<file path="src/rtl/reg_write_arbiter_pkg.sv">
// ============================================================================
// Module      : reg_write_arbiter_pkg
// Description : Shared types and constants for the register-file write arbiter.
// Revision    : 1.0 - initial release
// ============================================================================
`default_nettype none

package reg_write_arbiter_pkg;

    localparam int DATA_W = 16;

    typedef enum logic [0:0] {
        LOAD_PRI = 1'b0,
        ALU_PRI  = 1'b1
    } arb_state_t;

endpackage

`default_nettype wire

</file>
<file path="src/rtl/reg_write_mux.sv">
// ============================================================================
// Module      : reg_write_mux
// Description : Selects register write data between ALU result and load data.
// Revision    : 1.0 - initial release
// ============================================================================
`default_nettype none

module reg_write_mux
    import reg_write_arbiter_pkg::*;
(
    input  logic              data_read,
    input  logic [DATA_W-1:0] alu_result,
    input  logic [DATA_W-1:0] data_result,
    output logic [DATA_W-1:0] reg_write_data
);

    assign reg_write_data = data_read ? data_result : alu_result;

endmodule

`default_nettype wire

</file>
<file path="src/rtl/reg_write_arbiter.sv">
// ============================================================================
// Module      : reg_write_arbiter
// Description : Arbitrates ALU / load writeback onto the single register-file
//               write port (load priority with ALU starvation guard).
//               Optional macro REG_WRITE_ARB_R0_FILTER_EN suppresses r0 writes.
// Revision    : 1.0 - initial release
// ============================================================================
`default_nettype none

module reg_write_arbiter
    import reg_write_arbiter_pkg::*;
#(
    parameter int ADDR_W   = 4,
    parameter int MAX_WAIT = 4
)(
    input  logic              clk,
    input  logic              rst,
    input  logic              wb_stall,
    input  logic              alu_valid,
    input  logic [ADDR_W-1:0] alu_rd,
    input  logic [DATA_W-1:0] alu_result,
    output logic              alu_ready,
    input  logic              mem_valid,
    input  logic [ADDR_W-1:0] mem_rd,
    input  logic [DATA_W-1:0] data_result,
    output logic              mem_ready,
    output logic              w_en,
    output logic [ADDR_W-1:0] w_addr,
    output logic [DATA_W-1:0] w_data,
    output logic              w_src_load
);

    localparam int                 c_cnt_w      = $clog2(MAX_WAIT + 1);
    localparam logic [c_cnt_w-1:0] c_wait_limit = c_cnt_w'(MAX_WAIT);

    arb_state_t         r_state;
    arb_state_t         w_state_nxt;
    logic [c_cnt_w-1:0] r_wait_cnt;
    logic [c_cnt_w-1:0] w_wait_cnt_nxt;

    logic               w_alu_gnt;
    logic               w_mem_gnt;
    logic               w_any_gnt;
    logic               w_wr_ok;
    logic [ADDR_W-1:0]  w_sel_rd;
    logic [DATA_W-1:0]  w_sel_data;

    logic               r_en;
    logic [ADDR_W-1:0]  r_addr;
    logic [DATA_W-1:0]  r_data;
    logic               r_src_load;

    always_comb begin
        w_alu_gnt      = 1'b0;
        w_mem_gnt      = 1'b0;
        w_wait_cnt_nxt = r_wait_cnt;
        w_state_nxt    = r_state;
        if (!wb_stall) begin
            case (r_state)
                LOAD_PRI: begin
                    w_mem_gnt = mem_valid;
                    w_alu_gnt = alu_valid & ~mem_valid;
                end
                ALU_PRI: begin
                    w_alu_gnt = alu_valid;
                    w_mem_gnt = mem_valid & ~alu_valid;
                end
                default: ;
            endcase

            // Saturates at the limit so an oversized count can never wrap back to zero.
            if (!alu_valid || w_alu_gnt) begin
                w_wait_cnt_nxt = '0;
            end else if (r_wait_cnt != c_wait_limit) begin
                w_wait_cnt_nxt = r_wait_cnt + 1'b1;
            end

            case (r_state)
                LOAD_PRI: if (w_wait_cnt_nxt == c_wait_limit) w_state_nxt = ALU_PRI;
                ALU_PRI:  if (w_alu_gnt || !alu_valid)        w_state_nxt = LOAD_PRI;
                default:  w_state_nxt = LOAD_PRI;
            endcase
        end
    end

    always_ff @(posedge clk or posedge rst) begin
        if (rst) begin
            r_state    <= LOAD_PRI;
            r_wait_cnt <= '0;
        end else begin
            r_state    <= w_state_nxt;
            r_wait_cnt <= w_wait_cnt_nxt;
        end
    end

    assign alu_ready = w_alu_gnt;
    assign mem_ready = w_mem_gnt;
    assign w_any_gnt = w_alu_gnt | w_mem_gnt;
    assign w_sel_rd  = w_mem_gnt ? mem_rd : alu_rd;

    reg_write_mux u_reg_write_mux (
        .data_read      (w_mem_gnt),
        .alu_result     (alu_result),
        .data_result    (data_result),
        .reg_write_data (w_sel_data)
    );

`ifdef REG_WRITE_ARB_R0_FILTER_EN
    // r0 requests still complete the handshake but never reach the register file.
    assign w_wr_ok = (w_sel_rd != '0);
`else
    assign w_wr_ok = 1'b1;
`endif

    always_ff @(posedge clk or posedge rst) begin
        if (rst) begin
            r_en       <= 1'b0;
            r_addr     <= '0;
            r_data     <= '0;
            r_src_load <= 1'b0;
        end else if (w_any_gnt && w_wr_ok) begin
            r_en       <= 1'b1;
            r_addr     <= w_sel_rd;
            r_data     <= w_sel_data;
            r_src_load <= w_mem_gnt;
        end else begin
            r_en       <= 1'b0;
        end
    end

    assign w_en       = r_en;
    assign w_addr     = r_addr;
    assign w_data     = r_data;
    assign w_src_load = r_src_load;

endmodule

`default_nettype wire

</file>
<file path="config.mk">
export PLATFORM = sky130hd
export DESIGN_NAME = reg_write_arbiter
export DESIGN_NICKNAME = d
export VERILOG_FILES = /design/src/rtl/reg_write_arbiter_pkg.sv /design/src/rtl/reg_write_mux.sv /design/src/rtl/reg_write_arbiter.sv
export SDC_FILE = /design/constraint.sdc
export NUM_CORES = 1
export LEC_CHECK = 0
export BUFFER_PORTS_ARGS = -buffer_cell sky130_fd_sc_hd__buf_2
export CORE_ASPECT_RATIO = 0.5
export CORE_MARGIN = 10
export CORE_UTILIZATION = 43
export CTS_CLUSTER_DIAMETER = 40
export DETAILED_ROUTE_END_ITERATION = 12
export GPL_TIMING_DRIVEN = 1
export PLACE_DENSITY_LB_ADDON = 0.15
export SETUP_SLACK_MARGIN = 0.2
export SKIP_LAST_GASP = 1
export SLEW_MARGIN = 20
export SYNTH_ARGS = -nofsm -noshare
export SYNTH_HDL_FRONTEND = slang
export SYNTH_SLANG_ARGS = --single-unit
</file>
<file path="constraint.sdc">
create_clock -name clk -period 1.51 [get_ports clk]
set_input_delay 0.453 -clock clk [delete_from_list [all_inputs] [get_ports clk]]
set_output_delay 0.453 -clock clk [all_outputs]
set_load 0.05 [all_outputs]
</file>
==> impl_metrics.json, run 1 <==
{
  "track_usage_pct": 14.4,
  "gr-usage-met3_pct": 7.17,
  "cp.required_ps": 1060,
  "yosys-top-cells-count": "dfrtp_1, a221o_1, and2_1",
  "gr-total-overflow": 0,
  "setup_tns_ps": -278,
  "syn_nets": 149,
  "crit_fanout": 3,
  "grt_start_max_net_pins": 27,
  "synthSimpleGateAreaFrac_pct": 14.4,
  "start_util_pct": 45.9,
  "synthFlopType": "dfrtp_1",
  "synth_xor_area_share_pct": 0,
  "grt_pass1_wl_um": 6280,
  "dieWidth_um": 95.0,
  "synthTopCellsByArea": "dfrtp_1, a221o_1, and2_1, buf_2, ha_1",
  "core_um2": 2640,
  "clkTransAtPathRegs_ps": 90,
  "synthMuxAreaShare_pct": 0,
  "setup_violations": 8,
  "hpwl_um": 2910,
  "cts_tree": "built",
  "design.final.nets": 237,
  "firstDrtPassIters": 4,
  "yosys.cell_count.top_type": "dfrtp_1",
  "place_congestion": 0.760,
  "antenna_found_initial": 0,
  "clk_path_buf_depth": 2,
  "critPathLaunchType": "register",
  "design_area_um2": 2040,
  "area_growth_syn_to_layout_pct": 68.4,
  "powerDensity_nw_per_um2": 1020,
  "slew_headroom_pct": 78.4,
  "grt_use_met2_pct": 24.7,
  "cp.arrival_ps": 1200,
  "antennaDiodeCount": 0,
  "final_util_pct": 77.3,
  "setup_ws_ps": -145,
  "outcome": "finished, violations left",
  "netlist_area_um2": 1210,
  "routed_wirelength_um": 4140,
  "final_max_slew_viol_count": 0,
  "ir_worst_vdd_uv": 682,
  "synth_compound_area_share_pct": 23.6,
  "hold_viol": 0,
  "yosys_warnings": 0,
  "dieArea_um2": 5460,
  "end_kind": "primary output",
  "synth_top_area_share_pct": 53.8,
  "finalCriticalPeriod_ps": 1650,
  "rsz0062_at_grt": "yes",
  "ys_ff_latch": 26,
  "path_class": "reg2out",
  "num_vias": 1184,
  "clk_latency_ps": 270,
  "hp-class": "in2async",
  "ys_seq_area_share_pct": 53.8,
  "synth_async_sr_flop_share_pct": 100,
  "clockRootBuffer": "clkbuf_8",
  "htreeDepth": 1,
  "wl_per_cell_um": 18.3,
  "drive_gt1_share_pct": 54.0,
  "syn_avg_cell_area_um2": 11.8,
  "vias_per_cell": 5.24,
  "drt_iter0_markers": 47,
  "place_area_um2": 1680,
  "drcViolationCount": 0,
  "io_pins": 69,
  "synth-edff-count": 0,
  "synth_top_family_by_area": "compound AO/OA/AOI/OAI gates",
  "drtAntennaViolNets": 0,
  "die_y_um": 57.5,
  "reg2reg_setup_slack_ps": -20,
  "leakage_nw": 1.02,
  "cts_sinks": 26,
  "nFillCells": 169,
  "cts_hold_buf": 0,
  "grt_pass1_vias": 1280,
  "synth.largest_area_cell": "dfrtp_1",
  "syn_inst": 102,
  "cap_violations": 0,
  "max_freq_mhz": 604,
  "grt.busiest_layer": "met2",
  "ys_types": 22,
  "cts_buffers": 3,
  "worstMarginPinSlew_ps": 323,
  "placementRows": 13,
  "min_period_over_period_pct": 110,
  "synthAdderAreaFrac_pct": 2.07,
  "io_buffers": 68,
  "use_met1_pct": 16.8,
  "skew_ps": 4.08,
  "violations": "negative setup slack"
}
[stage by stage]
stage / setup slack [ps] / total power [W] / hold slack (ps) / cells
after floorplan: 68.7 / 0.00127 / 471 / 102
after global placement: -111 / 0.00146 / 512 / 210
after detailed placement: -137 / 0.00147 / 526 / 210
after CTS: -158 / 0.00200 / 228 / 219
after global routing: -195 / 0.00218 / 238 / 226
final: -145 / 0.00208 / 216 / 226
[kinds of logic after synthesis]
| group | Yosys count |
|---|---|
| AOI/OAI and AO/OA | 31 |
| adders and majority gates | 2 |
| buffers and inverters | 14 |
| DFF | 26 |
| and+or+nand+nor | 29 |
[path summary, 6_finish.rpt]
kind	start	endpoint	cells after the start
setup / recovery	r_state$_DFFE_PP0N_	mem_ready	2
hold / removal	rst	w_data[5]$_DFFE_PP0P_	3
setup reg to reg	r_state$_DFFE_PP0N_	w_addr[0]$_DFFE_PP0P_	5
hold reg to reg	r_wait_cnt[2]$_DFFE_PP0N_	r_wait_cnt[2]$_DFFE_PP0N_	2
max in group asynchronous	rst	r_wait_cnt[1]$_DFFE_PP0N_	3
min in group clk	mem_rd[3]	w_addr[3]$_DFFE_PP0P_	2
[metal layers]
metal,up-vias,wire length (um)
met5,-,0
met4,0,0
met3,0,428
met2,56,1980
met1,567,1730
li1,561,-
[what timing repair did]
item | CTS | global route
cloned | 2 | 0
gates resized for setup | 31 | 24
buffers inserted | 3 | 7
pin swaps | 21 | 5
setup endpoints to repair | 45 | 46
[worst max-delay path, cell delays in order (launching register included)]
cell and delay [ps]:
dfrtp_1 440, a211oi_4 290, buf_6 200
[state kept, by name, indices dropped and copies added, names as in the netlist]
register / flops
w_data: 16
w_addr: 4
r_wait_cnt: 3
r_state: 1
w_en: 1
w_src_load: 1
[layout make-up]
class	count	area, um2	area share [%]
inverter	7	26.3	1.29
tap	37	46.3	2.27
sequential	26	651	32.0
timing repair buffer	90	741	36.4
multi-input combinational	62	517	25.4
clock buffer	4	55.1	2.70
[placed cells by master, fill, tap and decap left out, types with 2 or more instances in the layout]
| cell | instances |
|---|---|
| dfrtp_1 | 26 |
| clkbuf_8 | 4 |
| o21ai_1 | 2 |
| buf_6 | 24 |
| o21bai_1 | 2 |
| inv_1 | 4 |
| nand2_1 | 6 |
| buf_4 | 16 |
| buf_12 | 3 |
| a221o_1 | 20 |
| inv_2 | 3 |
| buf_16 | 2 |
| buf_2 | 44 |
| and2_1 | 19 |
[report_power, final]
part           leakage [nW]  internal (W)  switching [W]
clock                0.0288      0.000233       0.000215
combinational         0.667      0.000348       0.000453
sequential            0.324      0.000774      0.0000600
(Power assumes the default switching activity.)
==> run 2: changes to the inputs <==
--- a/config.mk
+++ b/config.mk
@@ -13,6 +13,7 @@
 export DETAILED_ROUTE_END_ITERATION = 12
 export GPL_TIMING_DRIVEN = 1
 export PLACE_DENSITY_LB_ADDON = 0.15
+export REMOVE_ABC_BUFFERS = 1
 export SETUP_SLACK_MARGIN = 0.2
 export SKIP_LAST_GASP = 1
 export SLEW_MARGIN = 20
==> run 2 against run 1 <==
Effect of this change:
- the flow still finishes with violations (negative setup slack)
- global-route usage is 0.71 points lower
- critical path type unchanged
- hold slack better by 1.9 ps
- sequential cell count is the same
- register-to-register slack gained 120 ps
- setup slack got worse by 28 ps
- largest power group unchanged
- sequential power hardly changed
==> impl_metrics.json, run 2 (synthesized netlist as in run 1, its figures left out) <==
{
  "clk_path_buf_depth": 2,
  "final_max_slew_viol_count": 0,
  "cp_slowest_stage_delay_ps": 440,
  "critPathLaunchType": "register",
  "start_util_pct": 45.9,
  "worstMarginPinSlew_ps": 324,
  "skew_ps": 5.52,
  "io_pins": 69,
  "core_um2": 2640,
  "antennaDiodeCount": 0,
  "ir_worst_vdd_uv": 599,
  "antenna_found_initial": 0,
  "hpwl_um": 2670,
  "cp.arrival_ps": 1230,
  "die_y_um": 57.5,
  "max_freq_mhz": 594,
  "num_vias": 1126,
  "min_period_over_period_pct": 111,
  "drive_gt1_share_pct": 51.9,
  "gr-total-overflow": 0,
  "clkTransAtPathRegs_ps": 80,
  "cts_buffers": 3,
  "final_util_pct": 73.6,
  "setup_violations": 2,
  "vias_per_cell": 5.17,
  "dieArea_um2": 5460,
  "hold_viol": 0,
  "cpMaxStageDelayCell": "dfrtp_2",
  "placementRows": 13,
  "place_congestion": 0.736,
  "drt_iter0_markers": 64,
  "io_buffers": 68,
  "drtAntennaViolNets": 0,
  "firstDrtPassIters": 4,
  "wl_per_cell_um": 17.1,
  "dieWidth_um": 95.0,
  "drcViolationCount": 0,
  "leakage_nw": 0.974,
  "nFillCells": 188,
  "violations": "negative setup slack",
  "finalCriticalPeriod_ps": 1680,
  "mostFrequentLayoutCells": "buf_2, dfrtp_1, buf_6, a221o_1, and2_1",
  "routed_wirelength_um": 3730,
  "setup_ws_ps": -173,
  "grt_start_max_net_pins": 27,
  "outcome": "finished, violations left",
  "cts_sinks": 26,
  "setup_tns_ps": -248,
  "clockRootBuffer": "clkbuf_8",
  "largest_register_ffs": 16,
  "cap_violations": 0,
  "area_growth_syn_to_layout_pct": 60.4,
  "slew_headroom_pct": 78.4,
  "rsz0062_at_grt": "yes",
  "grt_pass1_vias": 1242,
  "hold-worst-slack_ps": 218,
  "hp-class": "in2async",
  "design.final.nets": 229,
  "clk_latency_ps": 270,
  "cts_tree": "built",
  "layout_commonest_cell": "buf_2",
  "cp.required_ps": 1060,
  "grt_pass1_wl_um": 6010,
  "path_class": "reg2out",
  "end_kind": "primary output",
  "path_cells": "a211oi_4 -> buf_6",
  "htreeDepth": 1,
  "cts_hold_buf": 0,
  "track_usage_pct": 13.7,
  "powerDensity_nw_per_um2": 1110,
  "crit_fanout": 3
}
## run 2: cell count changes in the layout (fill, tap and decap cells not counted), sizes merged
cell,change
bufinv,+1
buf,-8
clkbuf,-1
## run 2: worst paths after layout
path	end	slack [ps]	cells after the start	from
min in group clk	w_data[7]$_DFFE_PP0P_	400	2	data_result[7]
worst max-delay path	mem_ready	-170	2	r_state$_DFFE_PP0N_
worst min-delay path	w_data[2]$_DFFE_PP0P_	220	3	rst
worst min register to register	r_wait_cnt[1]$_DFFE_PP0N_	540	2	r_wait_cnt[1]$_DFFE_PP0N_
worst max register to register	w_data[4]$_DFFE_PP0P_	100	4	r_state$_DFFE_PP0N_
max in group asynchronous	r_state$_DFFE_PP0N_	1030	3	rst
## run 2: area by class of cell
cell class / count / area [um2] / area share (%)
clock buffer: 3 / 41.3 / 2.13
clock inverter: 1 / 30.0 / 1.55
inverter: 7 / 26.3 / 1.36
multi-input combinational: 62 / 512 / 26.4
sequential: 26 / 652 / 33.6
tap: 37 / 46.3 / 2.39
timing repair buffer: 82 / 631 / 32.5
## run 2: routing by layer
layer | track usage (%) | share of wire (%)
met4 | 3.60 | 0.75
met1 | 16.4 | 42
met2 | 22.7 | 50
met5 | 0 | 0
met3 | 5.22 | 6.8
## run 2: repair_timing
item,4_1_cts,5_1_grt
hold endpoints to repair,0,0
gates cloned,1,0
resized for setup,49,11
pin swaps,21,2
buffers inserted,3,1
setup endpoints to repair,45,44
## run 2: metrics by stage
| stage | setup slack, ps | std cells | cell area (um2) | total power [W] |
|---|---|---|---|---|
| after detailed placement | -184 | 209 | 1620 | 0.00145 |
| after floorplan | -725 | 95 | 1160 | 0.00124 |
| after global placement | -178 | 209 | 1620 | 0.00144 |
| after CTS | -179 | 217 | 1890 | 0.00213 |
| final | -173 | 218 | 1940 | 0.00215 |
| after global routing | -209 | 218 | 1940 | 0.00225 |
## run 2: report_power, final
part | switching (W) | internal (W) | leakage [nW]
clock network | 0.000216 | 0.000355 | 0.0357
registers | 0.0000571 | 0.000774 | 0.323
logic | 0.000437 | 0.000314 | 0.616
## run 2: critical path: cells and delay by family (launching register included)
family	cells	cell delay, ps
AO/OA/AOI/OAI	1	300
buffers and inverters	1	210
flip-flops	1	440
==> run 3: changes to the inputs <==
--- a/config.mk
+++ b/config.mk
@@ -5,10 +5,11 @@
 export SDC_FILE = /design/constraint.sdc
 export NUM_CORES = 1
 export LEC_CHECK = 0
+export ABC_AREA = 1
 export BUFFER_PORTS_ARGS = -buffer_cell sky130_fd_sc_hd__buf_2
 export CORE_ASPECT_RATIO = 0.5
 export CORE_MARGIN = 10
-export CORE_UTILIZATION = 43
+export CORE_UTILIZATION = 45
 export CTS_CLUSTER_DIAMETER = 40
 export DETAILED_ROUTE_END_ITERATION = 12
 export GPL_TIMING_DRIVEN = 1
==> run 3 against run 2 <==
Effect of this change:
- the flow still finishes with violations (negative setup slack)
- global-route usage rose by 0.98 points
- sequential cell count did not move
- critical path depth rose by 2
- routed wire length rose by 23%
- clock skew rose by 1.9 ps
- setup slack improved by 92 ps
- total power rose by 0.85%
- first-iteration DRC count rose by 41%
- synthesized area rose by 16%
- die area rose by 8.0%
- fmax rose by 5.7%
- critical path type unchanged
- largest cell class is now non-clock buffers
- largest power group unchanged
==> impl_metrics.json, run 3 <==
{
  "critPathLaunchType": "register",
  "syn_avg_cell_area_um2": 8.96,
  "gr-total-overflow": 0,
  "wl_per_cell_um": 16.5,
  "end_kind": "primary output",
  "dieWidth_um": 99.1,
  "slew_headroom_pct": 77.4,
  "cts_buffers": 3,
  "synthFlopType": "dfrtp_1",
  "clk_path_buf_depth": 2,
  "place_inst": 263,
  "ir_worst_vdd_uv": 485,
  "synth_top_area_share_pct": 46.3,
  "place_area_um2": 1800,
  "skew_ps": 7.39,
  "num_vias": 1412,
  "cp.arrival_ps": 1140,
  "grt_pass1_vias": 1452,
  "cts_sinks": 26,
  "ys_seq_area_share_pct": 46.3,
  "hold-worst-slack_ps": 218,
  "layout_commonest_cell": "nand3_1",
  "grt_start_max_net_pins": 27,
  "place_congestion": 0.762,
  "dieArea_um2": 5900,
  "powerDensity_nw_per_um2": 1000,
  "placementRows": 14,
  "largest_register_ffs": 16,
  "drt_iter0_markers": 90,
  "hp-class": "in2async",
  "grt_pass1_wl_um": 6960,
  "setup_violations": 2,
  "cap_violations": 0,
  "max_freq_mhz": 628,
  "cp.required_ps": 1060,
  "min_period_over_period_pct": 105,
  "nFillCells": 241,
  "yosys-top-cells-count": "nand3_1, nand2_1, dfrtp_1",
  "routed_wirelength_um": 4580,
  "track_usage_pct": 14.7,
  "fin_cells": 277,
  "outcome": "finished, violations left",
  "p_total_w": 0.00217,
  "clockRootBuffer": "clkbuf_8",
  "io_buffers": 68,
  "violations": "negative setup slack",
  "firstDrtPassIters": 4,
  "synthTopCellsByArea": "dfrtp_1, nand3_1, nand3_2, nand2_1, buf_4",
  "drcViolationCount": 0,
  "synth_async_sr_flop_share_pct": 100,
  "crit_fanout": 3,
  "vias_per_cell": 5.10,
  "finalCriticalPeriod_ps": 1590,
  "ys_types": 16,
  "synth-edff-count": 0,
  "clk_latency_ps": 280,
  "yosys_warnings": 0,
  "syn_inst": 157,
  "area_growth_syn_to_layout_pct": 53.6,
  "ys_ff_latch": 26,
  "path_class": "reg2out",
  "start_util_pct": 47.0,
  "leakage_nw": 1.09,
  "yosys.cell_count.top_type": "nand3_1",
  "htreeDepth": 1,
  "drtAntennaViolNets": 0,
  "hpwl_um": 2960,
  "worstMarginPinSlew_ps": 338,
  "cts_tree": "built",
  "core_um2": 3000,
  "drive_gt1_share_pct": 49.8,
  "antennaDiodeCount": 0,
  "final_max_slew_viol_count": 0,
  "netlist_area_um2": 1410,
  "hold_viol": 0,
  "io_pins": 69,
  "setup_ws_ps": -81.4,
  "design.final.nets": 285,
  "cts_hold_buf": 0,
  "mostFrequentLayoutCells": "nand3_1, buf_2, nand2_1, dfrtp_1, buf_6",
  "rsz0062_at_grt": "yes",
  "die_y_um": 59.5,
  "synth.largest_area_cell": "dfrtp_1",
  "design_area_um2": 2160,
  "clkTransAtPathRegs_ps": 90,
  "antenna_found_initial": 0
}
run 3: cell types whose count changed in the layout (fill, tap and decap cells not counted), sizes merged, moves of 2 or more:
| cell | delta |
|---|---|
| nand3 | +66 |
| nand2 | +29 |
| a221o | -20 |
| and2 | -20 |
| nor2 | +6 |
| buf | +2 |
| clkbuf | +2 |
| o21bai | -2 |
run 3: through the flow:
| stage | util (%) | setup WS [ps] | TNS [ps] |
|---|---|---|---|
| CTS | 67.9 | -73.4 | -144 |
| global placement | 60.0 | -99.8 | -162 |
| floorplan | - | -435 | -5330 |
| detailed placement | 60.0 | -111 | -173 |
| finish | 72.1 | -81.4 | -130 |
| global route | 72.1 | -142 | -247 |
run 3: cells by family (layout without fill, tap and decap cells):
group | count (synthesis) | count (layout) | share of synthesized area, %
AO/OA/AOI/OAI | 4 | 4 | 2.22
adder cells (fa/ha/maj) | 2 | 2 | 1.78
buffers and inverters | 18 | 98 | 7.47
flip-flops | 26 | 26 | 46.3
AND/OR/NAND/NOR | 107 | 107 | 42.3
run 3: worst paths after layout:
| path | startpoint | slack, ps | cells after the start | to |
|---|---|---|---|---|
| min in group clk | data_result[0] | 380 | 3 | w_data[0]$_DFFE_PP0P_ |
| worst min-delay path | rst | 220 | 3 | w_en$_DFF_PP0_ |
| worst min register to register | w_addr[0]$_DFFE_PP0P_ | 560 | 2 | w_addr[0]$_DFFE_PP0P_ |
| max in group asynchronous | rst | 1040 | 3 | w_data[2]$_DFFE_PP0P_ |
| worst max register to register | r_state$_DFFE_PP0N_ | 190 | 7 | w_data[14]$_DFFE_PP0P_ |
| worst max-delay path | r_state$_DFFE_PP0N_ | -80 | 4 | mem_ready |
run 3: area by class of cell:
cell class	count	area (um2)	area share, %
repair buffers	86	701	32.4
multi-input cells	113	656	30.3
flip-flops and latches	26	651	30.1
well taps	40	50.0	2.32
clock buffers	3	41.3	1.91
inverters	8	32.5	1.51
clock inverters	1	30.0	1.39
run 3: critical path: stages (launching register included):
cell	delay, ps
dfrtp_1	420
nand2_1	90
nand3_2	110
inv_2	100
buf_8	150
run 3: repair_timing:
item | 4_1_cts | 5_1_grt
pin swaps | 1 | 1
cloned | 0 | 3
setup buffers | 2 | 5
endpoints found under the setup margin | 24 | 40
resized for setup | 49 | 7
run 3: power breakdown:
part           leakage [nW]  internal, W  total, W  switching, W
Clock                0.0357     0.000355  0.000580      0.000225
Combinational         0.727     0.000292  0.000762      0.000470
Sequential            0.331     0.000771  0.000828     0.0000571
run 3: metal layers:
layer  vias to the layer above  routed length [um]  track usage [%]
met5                         -                   0                0
met4                         0                  48             5.27
met3                         5                 351             5.70
met2                        39                2330             25.6
met1                       678                1850             16.1
li1                        690                   -                -
